## config.mk

```make
export PLATFORM = sky130hd
export DESIGN_NAME = instr_encoder
export DESIGN_NICKNAME = d
export VERILOG_FILES = /design/src/rtl/instr_encoder.sv
export SDC_FILE = /design/constraint.sdc
export NUM_CORES = 1
export LEC_CHECK = 0
export ABC_CLOCK_PERIOD_IN_PS = 2200
export CAP_MARGIN = 20
export CORE_UTILIZATION = 46
export CTS_BUF_LIST = sky130_fd_sc_hd__clkbuf_8
export DETAILED_ROUTE_END_ITERATION = 6
export HOLD_SLACK_MARGIN = 0.12
export PLACE_DENSITY = 0.87
export SLEW_MARGIN = 40
export SYNTH_ARGS = -nofsm -noshare
export SYNTH_HDL_FRONTEND = slang
export SYNTH_SLANG_ARGS = --single-unit
```

## constraint.sdc

```tcl
create_clock -name clk -period 2.2 [get_ports clk]
set_clock_uncertainty 0.15 [all_clocks]
set_input_delay 0.33 -clock clk [delete_from_list [all_inputs] [get_ports clk]]
set_output_delay 0.33 -clock clk [all_outputs]
set_load 0.1 [all_outputs]
```

## src/rtl/instr_encoder.sv

```systemverilog
// RV32I field-to-word encoder: range-checks the immediate, packs fields by opcode format,
// and emits each legal word with a sequential instruction-memory address.
module instr_encoder #(
   parameter int ADDR_W    = 8,
   parameter int BASE_ADDR = 0
) (
   input  logic              clk,
   input  logic              rst_n,
   input  logic              clear,
   input  logic              in_valid,
   output logic              in_ready,
   input  logic [6:0]        opcode,
   input  logic [4:0]        rd,
   input  logic [4:0]        rs1,
   input  logic [4:0]        rs2,
   input  logic [2:0]        funct3,
   input  logic [6:0]        funct7,
   input  logic [31:0]       imm,
   output logic              out_valid,
   input  logic              out_ready,
   output logic [31:0]       instr,
   output logic [ADDR_W-1:0] out_addr,
   output logic              full,
   output logic              err,
   output logic [7:0]        err_count
);

   localparam logic [ADDR_W-1:0] BASE = ADDR_W'(BASE_ADDR);

   localparam logic [6:0] OP_R      = 7'b0110011;
   localparam logic [6:0] OP_IMM    = 7'b0010011;
   localparam logic [6:0] OP_LOAD   = 7'b0000011;
   localparam logic [6:0] OP_JALR   = 7'b1100111;
   localparam logic [6:0] OP_STORE  = 7'b0100011;
   localparam logic [6:0] OP_BRANCH = 7'b1100011;
   localparam logic [6:0] OP_LUI    = 7'b0110111;
   localparam logic [6:0] OP_AUIPC  = 7'b0010111;
   localparam logic [6:0] OP_JAL    = 7'b1101111;

   logic [ADDR_W-1:0] r_ptr;
   logic              r_full;
   logic              r_err;
   logic [7:0]        r_err_count;
   logic              r_out_valid;
   logic [31:0]       r_instr;
   logic [ADDR_W-1:0] r_out_addr;

   logic              w_accept;
   logic              w_transfer;
   logic              w_legal;
   logic [31:0]       w_word;
   logic [ADDR_W-1:0] w_ptr_inc;
   logic              w_imm12_ok;
   logic              w_imm13_ok;
   logic              w_imm21_ok;
   logic              w_shamt_ok;
   logic              w_is_shift;

   assign in_ready   = !clear && !r_full && (!r_out_valid || out_ready);
   assign w_accept   = in_valid && in_ready;
   assign w_transfer = r_out_valid && out_ready;
   assign w_ptr_inc  = r_ptr + 1'b1;

   // Signed range checks: upper bits must all equal the sign bit of the field width.
   assign w_imm12_ok = (imm[31:11] == '0) || (&imm[31:11]);
   assign w_imm13_ok = (imm[31:12] == '0) || (&imm[31:12]);
   assign w_imm21_ok = (imm[31:20] == '0) || (&imm[31:20]);
   assign w_shamt_ok = (imm[31:5] == '0);
   assign w_is_shift = (funct3 == 3'b001) || (funct3 == 3'b101);

   always_comb begin
      w_legal = 1'b0;
      w_word  = '0;
      case (opcode)
         OP_R: begin
            w_legal = 1'b1;
            w_word  = {funct7, rs2, rs1, funct3, rd, opcode};
         end
         OP_IMM: begin
            if (w_is_shift) begin
               w_legal = w_shamt_ok;
               w_word  = {funct7, imm[4:0], rs1, funct3, rd, opcode};
            end else begin
               w_legal = w_imm12_ok;
               w_word  = {imm[11:0], rs1, funct3, rd, opcode};
            end
         end
         OP_LOAD, OP_JALR: begin
            w_legal = w_imm12_ok;
            w_word  = {imm[11:0], rs1, funct3, rd, opcode};
         end
         OP_STORE: begin
            w_legal = w_imm12_ok;
            w_word  = {imm[11:5], rs2, rs1, funct3, imm[4:0], opcode};
         end
         OP_BRANCH: begin
            w_legal = w_imm13_ok && !imm[0];
            w_word  = {imm[12], imm[10:5], rs2, rs1, funct3, imm[4:1], imm[11], opcode};
         end
         OP_LUI, OP_AUIPC: begin
            w_legal = (imm[11:0] == '0);
            w_word  = {imm[31:12], rd, opcode};
         end
         OP_JAL: begin
            w_legal = w_imm21_ok && !imm[0];
            w_word  = {imm[20], imm[10:1], imm[11], imm[19:12], rd, opcode};
         end
         default: begin
            w_legal = 1'b0;
            w_word  = '0;
         end
      endcase
   end

   always_ff @(posedge clk or negedge rst_n) begin
      if (!rst_n) begin
         r_ptr       <= BASE;
         r_full      <= 1'b0;
         r_err       <= 1'b0;
         r_err_count <= '0;
         r_out_valid <= 1'b0;
         r_instr     <= '0;
         r_out_addr  <= BASE;
      end else if (clear) begin
         r_ptr       <= BASE;
         r_full      <= 1'b0;
         r_err       <= 1'b0;
         r_err_count <= '0;
         r_out_valid <= 1'b0;
      end else begin
         if (w_accept && w_legal) begin
            r_out_valid <= 1'b1;
            r_instr     <= w_word;
            r_out_addr  <= r_ptr;
            r_ptr       <= w_ptr_inc;
            if (w_ptr_inc == BASE) begin
               r_full <= 1'b1;
            end
         end else if (w_transfer) begin
            r_out_valid <= 1'b0;
         end
         // Rejected bundles are consumed but only bump the error state.
         if (w_accept && !w_legal) begin
            r_err <= 1'b1;
            if (r_err_count != 8'hFF) begin
               r_err_count <= r_err_count + 8'd1;
            end
         end
      end
   end

   assign out_valid = r_out_valid;
   assign instr     = r_instr;
   assign out_addr  = r_out_addr;
   assign full      = r_full;
   assign err       = r_err;
   assign err_count = r_err_count;

endmodule
```

Word-level counts from Yosys, hierarchy flattened

Cells that the tools add are included.

Bits in latches: 0
Memories kept: 0
Memory bits (writable): 0
Bits in read-only memories: 0
Word-level logic and storage cells: 77
Flip-flop bits (word level): 59

$lt $le $gt $ge: 0
Eq/ne operators: 12
Add/subtract/negate cells: 2
$mul: 0
Bitwise logic cells: 1
Multiplexer cells: 17
Shift operators: 0
Div/mod/pow operators: 0
Reduce and logical (&&, ||, !) cells: 38

Operator list:

| cell                                                | number |
|---|---|
| one-hot mux 32 bit (7 select lines)                 | 1 |
| 2-to-1 mux 8 bit                                    | 5 |
| 2-to-1 mux 32 bit                                   | 1 |
| logical NOT 27 bit                                  | 1 |
| logical NOT 12 bit                                  | 2 |
| equality test 7 x 6 -> 1 bit, second input constant | 3 |
| equality test 7 bit, second input constant          | 3 |
| logical NOT 21 bit                                  | 1 |
| AND reduction 21 bit                                | 1 |
| logical NOT 20 bit                                  | 1 |
| AND reduction 20 bit                                | 1 |
| adder 8 x 1 -> 8 bit, second input constant         | 2 |
| equality test 7 x 5 -> 1 bit, second input constant | 2 |
| AND reduction 12 bit                                | 1 |
| 2-to-1 mux 1 bit                                    | 9 |
| logical AND 1 bit                                   | 8 |
| logical NOT 8 bit                                   | 1 |
| != test 8 bit, second input constant                | 1 |
| nonzero test 2 bit                                  | 4 |
| equality test 7 x 2 -> 1 bit, second input constant | 1 |
| one-hot mux 1 bit (6 select lines)                  | 1 |
| AND reduction 2 bit                                 | 3 |
| logical NOT 1 bit                                   | 5 |
| logical OR 1 bit                                    | 5 |
| 6 further kinds                                     | 7 |

Logic depth before layout (Yosys ltp)

Gate-level depths: netlist of the first run.

Depth after elaboration: 8
Depth in mapped cells: 10
Mapped depth without buffers: 7

Worst setup path after synthesis of the first run

No wires, ideal clock.

Kind: flip-flop to flip-flop
From: register r_out_valid (netlist: out_valid)
To: register r_err_count[7] (netlist: err_count[7])
Path slack: -2.444 ns
Arrival time: 4.400 ns
Required time: 1.956 ns
Buffers on the path: 0
Cell stages (with the launch flop): 8
Path through: dfrtp_1 nor2b_1 nor3_1 nand2_1 a211oi_1 nand2_1 or3_1 a211oi_1

Longest elaborated chain between the ends: 7

RTL lines:

| what                                 | line | text |
|---|---|---|
| from (decl)                          | 44   | `logic r_out_valid;` |
| from (signal assigned)               | 121  | `r_out_valid <= 1'b0;` |
| from (signal assigned)               | 129  | `r_out_valid <= 1'b0;` |
| from (signal assigned)               | 132  | `r_out_valid <= 1'b1;` |
| logical NOT 1 bit                    | 59   | `assign in_ready = !clear && !r_full && (!r_out_valid \|\| out_ready);` |
| logical OR 1 bit                     | 59   |  |
| logical AND 1 bit                    | 59   |  |
| via in_ready                         | 11   | `output logic in_ready,` |
| logical AND 1 bit                    | 60   | `assign w_accept = in_valid && in_ready;` |
| logical AND 1 bit                    | 143  | `if (w_accept && !w_legal) begin` |
| nonzero test 2 bit (no source line)  | -    |  |
| AND reduction 2 bit (no source line) | -    |  |
| to (signal assigned)                 | 146  | `r_err_count <= r_err_count + 8'd1;` |
| to (decl)                            | 43   | `logic [7:0] r_err_count;` |

The timed path passes the listed nets, and every way through them passes these cells.
A chain may end at the register's enable or synchronous reset.

Final worst setup path of the first run

From: input port imm[24]
To: register r_ptr[5]

Longest elaborated chain between the ends: 6
Elaborated cells on any way between the ends: 16
Classes of those cells: mux (2); reduce/logical (14)

RTL lines:

| what                                             | line       | text |
|---|---|---|
| from (decl)                                      | 18         | `input logic [31:0] imm,` |
| logical NOT 21 bit, or another cell as far along | 65         | `assign w_imm12_ok = (imm[31:11] == '0) \|\| (&imm[31:11]);` |
| logical OR 1 bit, on equally long branches       | 65, 66, 67 |  |
| 2-to-1 mux 1 bit, or another cell as far along   | 80         | `if (w_is_shift) begin` |
| one-hot mux 1 bit (6 select lines) *             | 74         | `case (opcode)` |
| logical AND 1 bit *                              | 131        | `if (w_accept && w_legal) begin` |
| nonzero test 2 bit (no source line) *            | -          |  |
| to (signal assigned)                             | 135        | `r_ptr <= w_ptr_inc;` |
| to (decl)                                        | 40         | `logic [ADDR_W-1:0] r_ptr;` |

Every way passes the cells marked *; elsewhere a longest branch is shown, timed or not.

==> run summary, run 1 <==
The max-slew headroom at the worst pin came out at 0.700. The largest fanout on the critical path came out at 22. The clock latency reported for the late side of the worst-skew pair is 0.34 ns. The number of placed instances, taps included is 576.

The number of cells on the worst reg-to-reg path is 7. The floorplan step defined a die boundary enclosing 7190 um^2. The detail-routed net length per standard cell is 19.5 um. The first-pass GRT wire length came out at 17.4 mm. The maximum achievable frequency came out at 0.452 GHz. The number of fillers in the final layout is 375. The flow ran to the end, but the final reports show violations. The signal arrival time at the worst endpoint came out at 2.35 ns. The die outline width came out at 84.8 um. The synthesized area per cell came out at 9.22 um^2.

Signal routing reaches up to met4. On the final layout, the worst hold slack is 0.134 ns. The pin count of the biggest net entering global routing came out at 60. The total placed instance area is 4710 um^2. The power per standard cell area is 510 nW/um^2. After clock tree synthesis, the clock-pin slew on the worst setup and hold paths is 0.07 ns.

The number of placement rows is 29. The wire length on met1 came out at 4.57 mm. The number of buffers between clock root and the deepest sink is 2. The sequential area share after synthesis is 0.468.

The most instantiated flip-flop cell in the synthesis netlist is dfrtp_1. The final sum of negative setup slack is -0.0145 ns. The switching power as a share of total power came out at 0.279. The signal on the critical path passes through dlygate4sd2_1 > nand4_1 > nor3_2 > buf_4 > nand4_1 > a32o_2 > a21o_4 > buf_12 > nor3_2 > a211o_1. The required arrival time at the worst endpoint came out at 2.33 ns. Leaving out fill and tap cells, the most frequent cells in the layout are buf_4 (111), nand2_1 (60), dfrtp_1 (57). The height of the die came out at 84.8 um.

For this configuration, the core starts out at a cell density of 0.486. Wire segments on met3 add up to 850 um in the final route. The total area of multi-input combinational cells is 1800 um^2. The worst setup path is captured at a register.

In this run the clock root is driven by a clkbuf_8. The total wirelength of the detailed-routed design came out at 11.9 mm. Buffers placed on the I/O ports in this run total 120. In the synthesized netlist the async set-or-reset flop fraction comes to 1.00. The worst register-to-register path begins at out_valid. The final worst-path cycle share came out at 1.01. The number of maximum-capacitance violations came out at 0. The total overflow reported by the global router came out at 0. The critical hold path startpoint is opcode[5].

Detailed routing placed a total of 5.97 mm of wire on met2. The critical path starts at imm[24]. The checks that failed: DRC, setup timing. The pre-antenna-repair detailed-routing pass consisted of 7 iterations.

The detail route stage leaves a number of antenna-violating nets equal to 0. Of the post-synthesis cell area, the dominant cell type holds 0.468. The via count of the first global-routing pass was 3605.

Counting flops with a built-in enable in the synthesized netlist gives 0. The path with the worst hold slack has its endpoint at instr[5]. The area of all placed cells without fillers is 5270 um^2. Leaving out fill and tap cells, the most frequent cell in the layout is buf_4.

The largest voltage drop on the vdd net is 0.335 mV. Synthesis produced a netlist with a net count of 413. The register area came out at 1480 um^2. The cell area that synthesis handed to floorplanning was 3150 um^2. The largest stage delay on the critical path came out at 0.28 ns.

The part of the power in combinational logic is 0.165. The HPWL after detailed placement is 7.47 mm. The dominant cell type by area after synthesis is dfrtp_1. The clock network fraction of total power is 0.424.

The worst hold path stage count came out at 3. The initial antenna violation count is 0. The signed area change from the synthesized netlist to the final layout came out at 67.0%. The count of different cell masters after synthesis is 46. Across all setup checks in the final design, the least slack found is -0.0113 ns. The CTS tree is built. The minimum period implied by the final worst setup slack came out at 2.21 ns. The count of final hold-check violations came to 0. Sorting the synthesized cells by area gives the leading types as dfrtp_1 (47%), nand2_1 (7.3%), o21ai_0 (5.9%). The number of slew-limit violations in the final report came out at 0. The actual transition at the worst max-transition pin is 0.450 ns. The total number of yosys warnings is 0. The type of the worst setup path is in -> reg. The number of inserted diodes is 0. The worst hold path class is in -> reg.

TritonCTS created 9 clock buffers. The net count of the finished layout came out at 596. The top-level I/O count came out at 121. In the global route stage, overall resource usage came out at 0.316. Among all stages on the critical path, the largest delay is contributed by dlygate4sd2_1. STA classifies the critical path startpoint as an input pin. The CTS H-tree depth came out at 3. Using the TritonRoute via totals, the vias-per-cell ratio works out to 6.14. After detailed routing, the number of remaining DRC violations is 10. The core area is 6490 um^2. The internal portion of the total power is 1930 uW. The worst flop-to-flop path endpoint is err_count[7].

The via total after detailed routing came out at 3724. The part of the total power dissipated in sequential elements came out at 0.410. The leakage component of the power came out at 0.00250 uW.

The total net switching power came out at 750 uW. The violation count after the first detailed-routing iteration is 400. The count of clock tree sinks is 59. Counting every instance in the synthesized netlist gives 342. The fraction of final layout cells sized beyond drive strength 1 is 0.377.

The flop-to-flop setup slack came out at 0.05 ns. At the end of routability-driven placement, the weighted congestion stood at 0.940. The final-report setup violation count came out at 2. The non-filler instance count after layout came out at 607. After synthesis the netlist holds a flip-flop and latch count of 59.
[worst max path at each step]
stage,slack [ns],depth (start not counted),endpoint
2_1_floorplan,-0.65,7,err_count[7]
3_3_place_gp,-0.61,8,r_ptr[4]
3_5_place_dp,-0.65,8,r_ptr[5]
4_1_cts,0.003,9,r_ptr[5]
5_1_grt,-0.04,7,err_count[7]
6_report,-0.01,10,r_ptr[5]
[state kept, by name, indices dropped and copies added (netlist names)]
name / flops
err_count: 8
out_valid: 1
err: 1
r_ptr: 8
instr: 32
out_addr: 8
full: 1
[Yosys cell counts, types with 4 or more instances]
| library cell | count |
|---|---|
| nand2_1 | 61 |
| dfrtp_1 | 59 |
| o21ai_0 | 37 |
| nor2_1 | 22 |
| a22oi_1 | 14 |
| nand3_1 | 14 |
| nand4_1 | 12 |
| a222oi_1 | 11 |
| clkbuf_1 | 10 |
| mux2_2 | 9 |
| a21oi_1 | 8 |
| nor3_1 | 8 |
| nor4_1 | 8 |
| inv_1 | 6 |
| a211o_1 | 4 |
| and2_1 | 4 |
| buf_6 | 4 |
| xnor2_1 | 4 |
[cell families (layout without fill, tap and decap cells)]
kind of cell | Yosys count | count (layout) | synth area share
DFF | 59 | 59 | 0.468
AOI/OAI and AO/OA | 90 | 90 | 0.198
adders and majority gates | 2 | 2 | 0.00793
xor gates and xnor gates | 5 | 5 | 0.0139
and+or+nand+nor | 150 | 150 | 0.231
buffers and inverters | 24 | 212 | 0.0397
muxes | 12 | 12 | 0.0417
[what timing repair did]
action	in CTS	in global routing
hold buffers	1	0
endpoints found under the hold margin	59	0
gates resized for setup	65	37
gates cloned	2	0
pin swaps	20	17
setup buffers	9	5
endpoints found under the setup margin	53	47
[worst max-delay path: cells and delay by family]
| kind | cells | cell delay [ns] |
|---|---|---|
| buffers and inverters | 3 | 0.61 |
| AND/OR/NAND/NOR | 4 | 0.72 |
| AO/OA/AOI/OAI | 3 | 0.67 |
[layer usage]
| layer | vias up | track usage |
|---|---|---|
| li1 | 1641 | - |
| met1 | 1827 | 0.374 |
| met2 | 205 | 0.549 |
| met3 | 51 | 0.0767 |
| met4 | 0 | 0.129 |
| met5 | - | 0 |
[power groups by stage]
stage                     registers, uW  clock network, uW  logic, uW
after floorplan                    1190                  0       91.5
after global placement             1120                  0        407
after detailed placement           1120                  0        412
after CTS                          1100               1130        424
after global routing               1100               1190        463
final                              1100               1140        443
[cell type report]
cell class                 instances  area share
multi-input combinational        259       0.342
timing repair buffer             190       0.311
sequential                        59       0.281
clock buffer                       9      0.0235
clock inverter                     7      0.0190
tap                               77      0.0183
inverter                           6     0.00428
[through the flow]
step | setup WS, ns | total power [uW] | utilization
after floorplan | -0.646 | 1280 | -
after global placement | -0.607 | 1530 | 0.725
after detailed placement | -0.654 | 1530 | 0.725
after CTS | 0.00255 | 2660 | 0.797
after global routing | -0.0424 | 2750 | 0.811
final | -0.0113 | 2680 | 0.811
(Power assumes the default switching activity.)
==> run 2: changes to the inputs <==
- SKIP_CTS_REPAIR_TIMING: unset -> 1
==> run summary, run 2 (synthesis gave the netlist of run 1 again) <==
The final-report setup violation count came out at 51 (was 2). The count of TritonRoute iterations in the first routing pass is 7 (unchanged). The first-pass GRT wire length is 15.4 mm (was 17.4 mm). The number of fillers in the final layout came out at 357 (was 375). The kind of end point of the critical path was a register (unchanged). The power per standard cell area came out at 504 nW/um^2 (was 510 nW/um^2). The part of the power in combinational logic came out at 0.166 (was 0.165).

The height of the die came out at 84.8 um (unchanged). The part of the total power dissipated in sequential elements is 0.411 (was 0.410). Commonest cells after routing, fill and taps aside: buf_4 (107), nand2_1 (59), dfrtp_1 (57) (was buf_4 (111), nand2_1 (60), dfrtp_1 (57)). The number of placement rows came out at 29 (unchanged). The non-filler instance count after layout came out at 600 (was 607). The CTS H-tree depth is 3 (unchanged). The number of placed instances, taps included is 576 (unchanged). The die outline width came out at 84.8 um (unchanged). The count of buffers inserted at the top-level ports is 120 (unchanged).

The final setup slack of the worst path is -0.173 ns (was -0.0113 ns). The clock network fraction of total power is 0.423 (was 0.424). The required arrival time at the worst endpoint was 2.28 ns (was 2.33 ns). The root buffer cell is clkbuf_8 (unchanged). The count of final hold-check violations is 0 (unchanged). The count of clock tree sinks is 59 (unchanged). The worst flop-to-flop path endpoint was err_count[7] (unchanged). The signed area change from the synthesized netlist to the final layout is 68.3% (was 67.0%).

The end point of the worst hold path is instr[5] (unchanged). The startpoint of the worst register-to-register path is out_valid (unchanged). The core area was 6490 um^2 (unchanged). The met2 routing resource usage after global routing came out at 0.475 (was 0.549). The number of slew-limit violations in the final report came out at 0 (unchanged).

The number of cells traversed by the worst register-to-register path came to 7 (unchanged). The worst setup slack after placement came out at -0.654 ns (unchanged). The fraction of final layout cells sized beyond drive strength 1 came out at 0.352 (was 0.377). The starting density of the core came to 0.486 (unchanged). The routing usage on met3 came out at 0.0462 (was 0.0767). The number of buffers between clock root and the deepest sink is 2 (unchanged).

The switching power as a share of total power is 0.277 (was 0.279). The largest stage delay on the critical path is 0.43 ns (was 0.28 ns). Violated checks: DRC, setup timing (unchanged). The total area of multi-input combinational cells is 1770 um^2 (was 1800 um^2).

The largest voltage drop on the vdd net was 0.349 mV (was 0.335 mV). The launching element type of the critical path is an input pin (unchanged). The violation count after the first detailed-routing iteration was 455 (was 400).

The final sum of negative setup slack came out at -3.01 ns (was -0.0145 ns). The leakage component of the power came to 0.00268 uW (was 0.00250 uW). The cell-internal power is 1940 uW (was 1930 uW). The routed via count divided by cell count is 6.14 (about the same). The clock latency reported for the late side of the worst-skew pair is 0.35 ns (was 0.34 ns).

The via count of the first global-routing pass came out at 3207 (was 3605). The worst hold path stage count is 3 (unchanged). The total overflow reported by the global router came out at 0 (unchanged). Critical Path, Cell by Cell: dlymetal6s2s_1 > nor4_2 > and3_1 > nand3_1 > a32o_2 > a21o_4 > and2_4 > a211o_1 (was dlygate4sd2_1 > nand4_1 > nor3_2 > buf_4 > nand4_1 > a32o_2 > a21o_4 > buf_12 > nor3_2 > a211o_1).

The detail-routed net length per standard cell was 20.2 um (was 19.5 um). The net count of the finished layout is 589 (was 596). The routing usage on met1 came out at 0.356 (was 0.374). The slowest library cell on the worst path is nor4_2 (was dlygate4sd2_1).

The total net switching power is 741 uW (was 750 uW). The minimum period implied by the final worst setup slack is 2.37 ns (was 2.21 ns). The total clock buffers created by CTS is 9 (unchanged). The actual transition at the worst max-transition pin was 0.444 ns (was 0.450 ns). The flop-to-flop setup slack came out at 0.07 ns (was 0.05 ns). The largest fanout on the critical path was 6 (was 22).

The total placed instance area is 4710 um^2 (unchanged). The total DRC errors in the routed layout is 19 (was 10). The CTS clock-pin slew for the worst setup and hold paths came out at 0.07 ns (about the same). The total wirelength of the detailed-routed design is 12.1 mm (was 11.9 mm). The die footprint is 7190 um^2 (unchanged).

Outcome: finished, violations left (unchanged). The number of inserted diodes was 0 (unchanged). The final standard cell utilization of the core was 0.818 (was 0.811). The final worst-path cycle share came to 1.08 (was 1.01). The weighted congestion reported at the end of routability-driven placement came out at 0.940 (unchanged). The initial antenna violation count is 0 (unchanged). The CTS tree is built (unchanged).

The type of the worst setup path is in -> reg (unchanged). The signal arrival time at the worst endpoint came to 2.46 ns (was 2.35 ns). The area of all placed cells without fillers came out at 5310 um^2 (was 5270 um^2).

The worst hold path class is in -> reg (unchanged). The max-slew headroom at the worst pin came to 0.704 (was 0.700). The number of maximum-capacitance violations is 0 (unchanged). The via total after detailed routing came out at 3682 (was 3724). The register area is 1480 um^2 (unchanged).

The maximum achievable frequency came out at 0.421 GHz (was 0.452 GHz). The half-perimeter wire length after placement was 7.47 mm (unchanged). The number of nets with antenna violations after detailed routing is 0 (unchanged). The top-level I/O count is 121 (unchanged). The number of flip-flops in the largest register is 32 (unchanged). The critical hold path startpoint is opcode[5] (unchanged). The global-route layer with the greatest usage was met2 (unchanged). The pin count of the biggest net entering global routing is 86 (was 60).

The global-route total usage across every layer is 0.277 (was 0.316). The most common library cell in the layout ignoring fill and taps is buf_4 (unchanged).
-- run 2: cell count changes in the layout (fill, tap and decap cells not counted), sizes merged --
cell | previous run | this run
dlygate4sd2 | 24 | 0
buf | 123 | 112
dlymetal6s2s | 7 | 35
-- run 2: worst max-delay path: cells and delay by family --
family                 cells  cell delay [ns]
AND/OR/NAND/NOR            4             1.06
buffers and inverters      1             0.19
AO/OA/AOI/OAI              3             0.87
-- run 2: layout make-up --
cell class | count | share of cell area
Timing Repair Buffer | 183 | 0.324
Inverter | 6 | 0.00424
Clock buffer | 9 | 0.0233
Clock inverter | 7 | 0.0189
Multi-Input combinational cell | 259 | 0.332
Sequential cell | 59 | 0.279
Tap cell | 77 | 0.0181
-- run 2: how the worst max path moves through the flow --
stage / to / start / slack (ns) / depth (start not counted)
global route: r_ptr[5] / imm[27] / -0.20 / 8
finish: r_ptr[5] / imm[27] / -0.17 / 8
global placement: r_ptr[4] / opcode[5] / -0.61 / 8
detailed placement: r_ptr[5] / opcode[6] / -0.65 / 8
floorplan: err_count[7] / out_valid / -0.65 / 7
CTS: r_ptr[5] / opcode[6] / -0.31 / 8
-- run 2: per-stage QoR --
stage / hold slack (ns) / power, uW
floorplan: -0.116 / 1280
global placement: 0.203 / 1530
detailed placement: 0.208 / 1530
CTS: -0.162 / 2650
global route: 0.152 / 2750
finish: 0.124 / 2680
-- run 2: per-layer routing --
| metal | vias up | wire length [um] |
|---|---|---|
| li1 | 1624 | - |
| met1 | 1803 | 4550 |
| met2 | 217 | 6300 |
| met3 | 38 | 955 |
| met4 | 0 | 325 |
| met5 | - | 0 |
-- run 2: power groups by stage --
stage	logic, uW	clock network [uW]	registers [uW]
detailed placement	412	0	1120
finish	444	1130	1100
floorplan	91.5	0	1190
CTS	414	1130	1100
global route	463	1190	1100
global placement	407	0	1120
==> run 3: changes to the inputs <==
- ABC_AREA: unset -> 1
- CORE_UTILIZATION: 46 -> 47
==> run summary, run 3 <==
The total buffers and inverters traversed by the critical path came out at 3 (was 1). The pin count of the biggest net entering global routing was 40 (was 86). The kind of cell with the highest combined delay on the critical path is simple AND/OR/NAND/NOR gates (unchanged). Top cells by area in the synthesized netlist: dfrtp_1 (42%), nand2_1 (17%), nand3_1 (6.5%) (was dfrtp_1 (47%), nand2_1 (7.3%), o21ai_0 (5.9%)). The root buffer cell is clkbuf_8 (unchanged). Commonest cells after routing, fill and taps aside: nand2_1 (151), buf_4 (105), clkdlybuf4s50_1 (58) (was buf_4 (107), nand2_1 (59), dfrtp_1 (57)). The end point of the worst hold path is out_addr[2] (was instr[5]). The signal arrival time at the worst endpoint is 2.22 ns (was 2.46 ns). The flop-to-flop setup slack came out at 0.25 ns (was 0.07 ns). Outcome: finished clean (was finished, violations left).

The most frequent cell after synthesis was nand2_1 (unchanged). The maximum achievable frequency is 0.477 GHz (was 0.421 GHz). The combinational family with the most area after synthesis is simple AND/OR/NAND/NOR gates (unchanged). The weighted congestion reported at the end of routability-driven placement is 0.921 (was 0.940). The signed area change from the synthesized netlist to the final layout was 60.4% (was 68.3%). The leakage component of the power came to 0.00294 uW (was 0.00268 uW). The slowest library cell on the worst path is clkdlybuf4s50_1 (was nor4_2). The die outline width is 88.1 um (was 84.8 um). The number of placed instances, taps included is 758 (was 576). The actual transition at the worst max-transition pin came out at 0.623 ns (was 0.444 ns).

The worst hold path stage count is 2 (was 3). The max-slew headroom at the worst pin is 0.585 (was 0.704). The CTS clock-pin slew for the worst setup and hold paths is 0.07 ns (about the same). The post-synthesis register bit count is 59 (unchanged).

The minimum period implied by the final worst setup slack is 2.10 ns (was 2.37 ns). The number of nets with antenna violations after detailed routing was 0 (unchanged). The half-perimeter wire length after placement is 8.95 mm (was 7.47 mm). The kind of end point of the critical path is a register (unchanged). The largest fanout on the critical path is 14 (was 6). The number of slew-limit violations in the final report came out at 0 (unchanged). The startpoint of the worst register-to-register path is err_count[0] (was out_valid). Among the stages of the critical path, the cell type that occurs most often is nand2_1. The total overflow reported by the global router is 0 (unchanged). The number of synthesized flops with an enable pin came out at 0 (unchanged).

The total clock buffers created by CTS is 9 (unchanged). The count of mapped cells out of synthesis is 496 (was 342). The fraction of registers with async set/reset is 1.00 (unchanged).

The via total after detailed routing came out at 4159 (was 3682). The routed via count divided by cell count is 5.29 (was 6.14). The core area came out at 7210 um^2 (was 6490 um^2). The critical hold path startpoint is out_addr[2] (was opcode[5]).

The final-report setup violation count is 0 (was 51). The count of different cell masters after synthesis is 32 (was 46). Critical Path, Cell by Cell: clkdlybuf4s50_1 > nand2_1 > nor2_2 > nand2_1 > nor2_1 > nand2_1 > a21oi_4 > nor2_4 > nand2_4 > nand2_8 > inv_6 > buf_12 > nand2_1 > nand2_1 (was dlymetal6s2s_1 > nor4_2 > and3_1 > nand3_1 > a32o_2 > a21o_4 > and2_4 > a211o_1). The die footprint is 7760 um^2 (was 7190 um^2).

The via count of the first global-routing pass came out at 3921 (was 3207). The fraction of final layout cells sized beyond drive strength 1 came out at 0.258 (was 0.352). The number of placement rows is 31 (was 29). The dominant cell type by area after synthesis is dfrtp_1 (unchanged).

The count of final hold-check violations is 0 (unchanged). The initial antenna violation count is 0 (unchanged). The clock latency reported for the late side of the worst-skew pair came out at 0.35 ns (about the same). The CTS H-tree depth is 3 (unchanged).

The most common library cell in the layout ignoring fill and taps is nand2_1 (was buf_4). The synthesized-area fraction occupied by xor and xnor cells came out at 0.0226 (was 0.0139). The number of inserted diodes is 0 (unchanged). The area share of the largest cell type after synthesis is 0.424 (was 0.468).

The required arrival time at the worst endpoint came to 2.33 ns (was 2.28 ns). The area share of fa/ha/maj cells after synthesis is 0.00718 (was 0.00793). The number of buffers between clock root and the deepest sink was 2 (unchanged). The detail-routed net length per standard cell is 15.6 um (was 20.2 um). The violation count after the first detailed-routing iteration is 203 (was 455).

The post-synth design cell area is 3480 um^2 (was 3150 um^2). The synthesized area per cell came out at 7.02 um^2 (was 9.22 um^2). The total number of yosys warnings came to 0 (unchanged).

The number of flip-flops in the largest register is 32 (unchanged). The CTS tree is built (unchanged). The most instantiated flip-flop cell in the synthesis netlist is dfrtp_1 (unchanged). Top post-synthesis cells by count: nand2_1 (157), nor2_1 (60), dfrtp_1 (59) (was nand2_1 (61), dfrtp_1 (59), o21ai_0 (37)). The global-route total usage across every layer came to 0.307 (was 0.277). The non-filler instance count after layout is 786 (was 600). The synthesized net count was 567 (was 413).

The top-level I/O count was 121 (unchanged). The sequential area share after synthesis was 0.424 (was 0.468). The multiplexer area fraction after synthesis came out at 0 (was 0.0417). The final worst-path cycle share came out at 0.953 (was 1.08). The net count of the finished layout came out at 753 (was 589). The total DRC errors in the routed layout was 0 (was 19). The number of fillers in the final layout is 534 (was 357). The power per standard cell area came out at 474 nW/um^2 (was 504 nW/um^2). The area fraction in and, or, nand and nor cells after synthesis is 0.358 (was 0.231). The count of buffers inserted at the top-level ports came out at 120 (unchanged).

The number of cells traversed by the worst register-to-register path was 10 (was 7). The number of maximum-capacitance violations came out at 0 (unchanged). The count of TritonRoute iterations in the first routing pass is 5 (was 7). The first-pass GRT wire length is 18.2 mm (was 15.4 mm).

The launching element type of the critical path is an input pin (unchanged). The synthesized-area fraction occupied by ao, oa, aoi and oai cells is 0.109 (was 0.198). The worst hold path class is reg -> reg (was in -> reg). The largest stage delay on the critical path was 0.51 ns (was 0.43 ns). The type of the worst setup path is in -> reg (unchanged). The final sum of negative setup slack is 0 ns (was -3.01 ns). The largest voltage drop on the vdd net is 0.535 mV (was 0.349 mV). The starting density of the core came to 0.483 (was 0.486). The worst flop-to-flop path endpoint was err_count[0] (was err_count[7]). The origin of the worst setup path is imm[31] (was imm[27]). The total wirelength of the detailed-routed design came out at 12.3 mm (was 12.1 mm).

The height of the die came out at 88.1 um (was 84.8 um). The count of clock tree sinks came to 59 (unchanged).
[run 3: changes by cell type after synthesis, sizes merged, moves of 11 or more]
cell / change
a21oi: +13
a222oi: -11
inv: +46
nand2: +100
nand3: +33
nor2: +43
[run 3: worst max path at each step]
stage,end,cells past startpoint
global placement,instr[15],12
global route,instr[25],13
CTS,instr[16],11
finish,out_addr[4],14
floorplan,instr[29],10
detailed placement,instr[18],12
[run 3: power breakdown]
group	internal (uW)	switching (uW)	total [uW]
Clock	554	496	1050
Sequential	1100	13.6	1110
Combinational	206	280	486
Total	1860	791	2650
[run 3: logic make-up after synthesis]
family          Yosys count
compound gates           71
xor+xnor                  9
fa+ha+maj                 2
buf+inv                  65
flops                    59
simple gates            290
[run 3: area by class of cell]
class	count	area [um^2]	area share
clock buffer	10	138	0.0246
clock inverter	6	63.8	0.0114
inverter	52	200	0.0358
multi-input combinational	373	1830	0.328
sequential	59	1480	0.265
tap	99	124	0.0222
timing repair buffer	187	1750	0.313
[run 3: layer usage]
layer / wire (um) / vias to the layer above / track usage
met1: 5020 / 1970 / 0.369
met2: 6270 / 177 / 0.538
met3: 673 / 31 / 0.0792
met4: 303 / 0 / 0.0997
li1: - / 1981 / -
met5: 0 / - / 0
[run 3: tightest hold or removal path, stage by stage (launching register included)]
cell and delay [ns]:
dfrtp_1 0.35, nand2_1 0.05, nand2_1 0.04
[run 3: through the flow]
stage	util	setup slack [ns]	power [uW]	cell area, um^2	hold WS, ns
4_1_cts	0.734	0.0750	2630	5300	-0.143
5_1_grt	0.775	-0.0383	2730	5590	0.362
3_5_place_dp	0.706	-0.257	1600	5100	0.227
3_3_place_gp	0.706	-0.230	1600	5100	0.224
2_1_floorplan	-	-0.347	1330	3510	-0.116
6_report	0.775	0.104	2650	5590	0.330
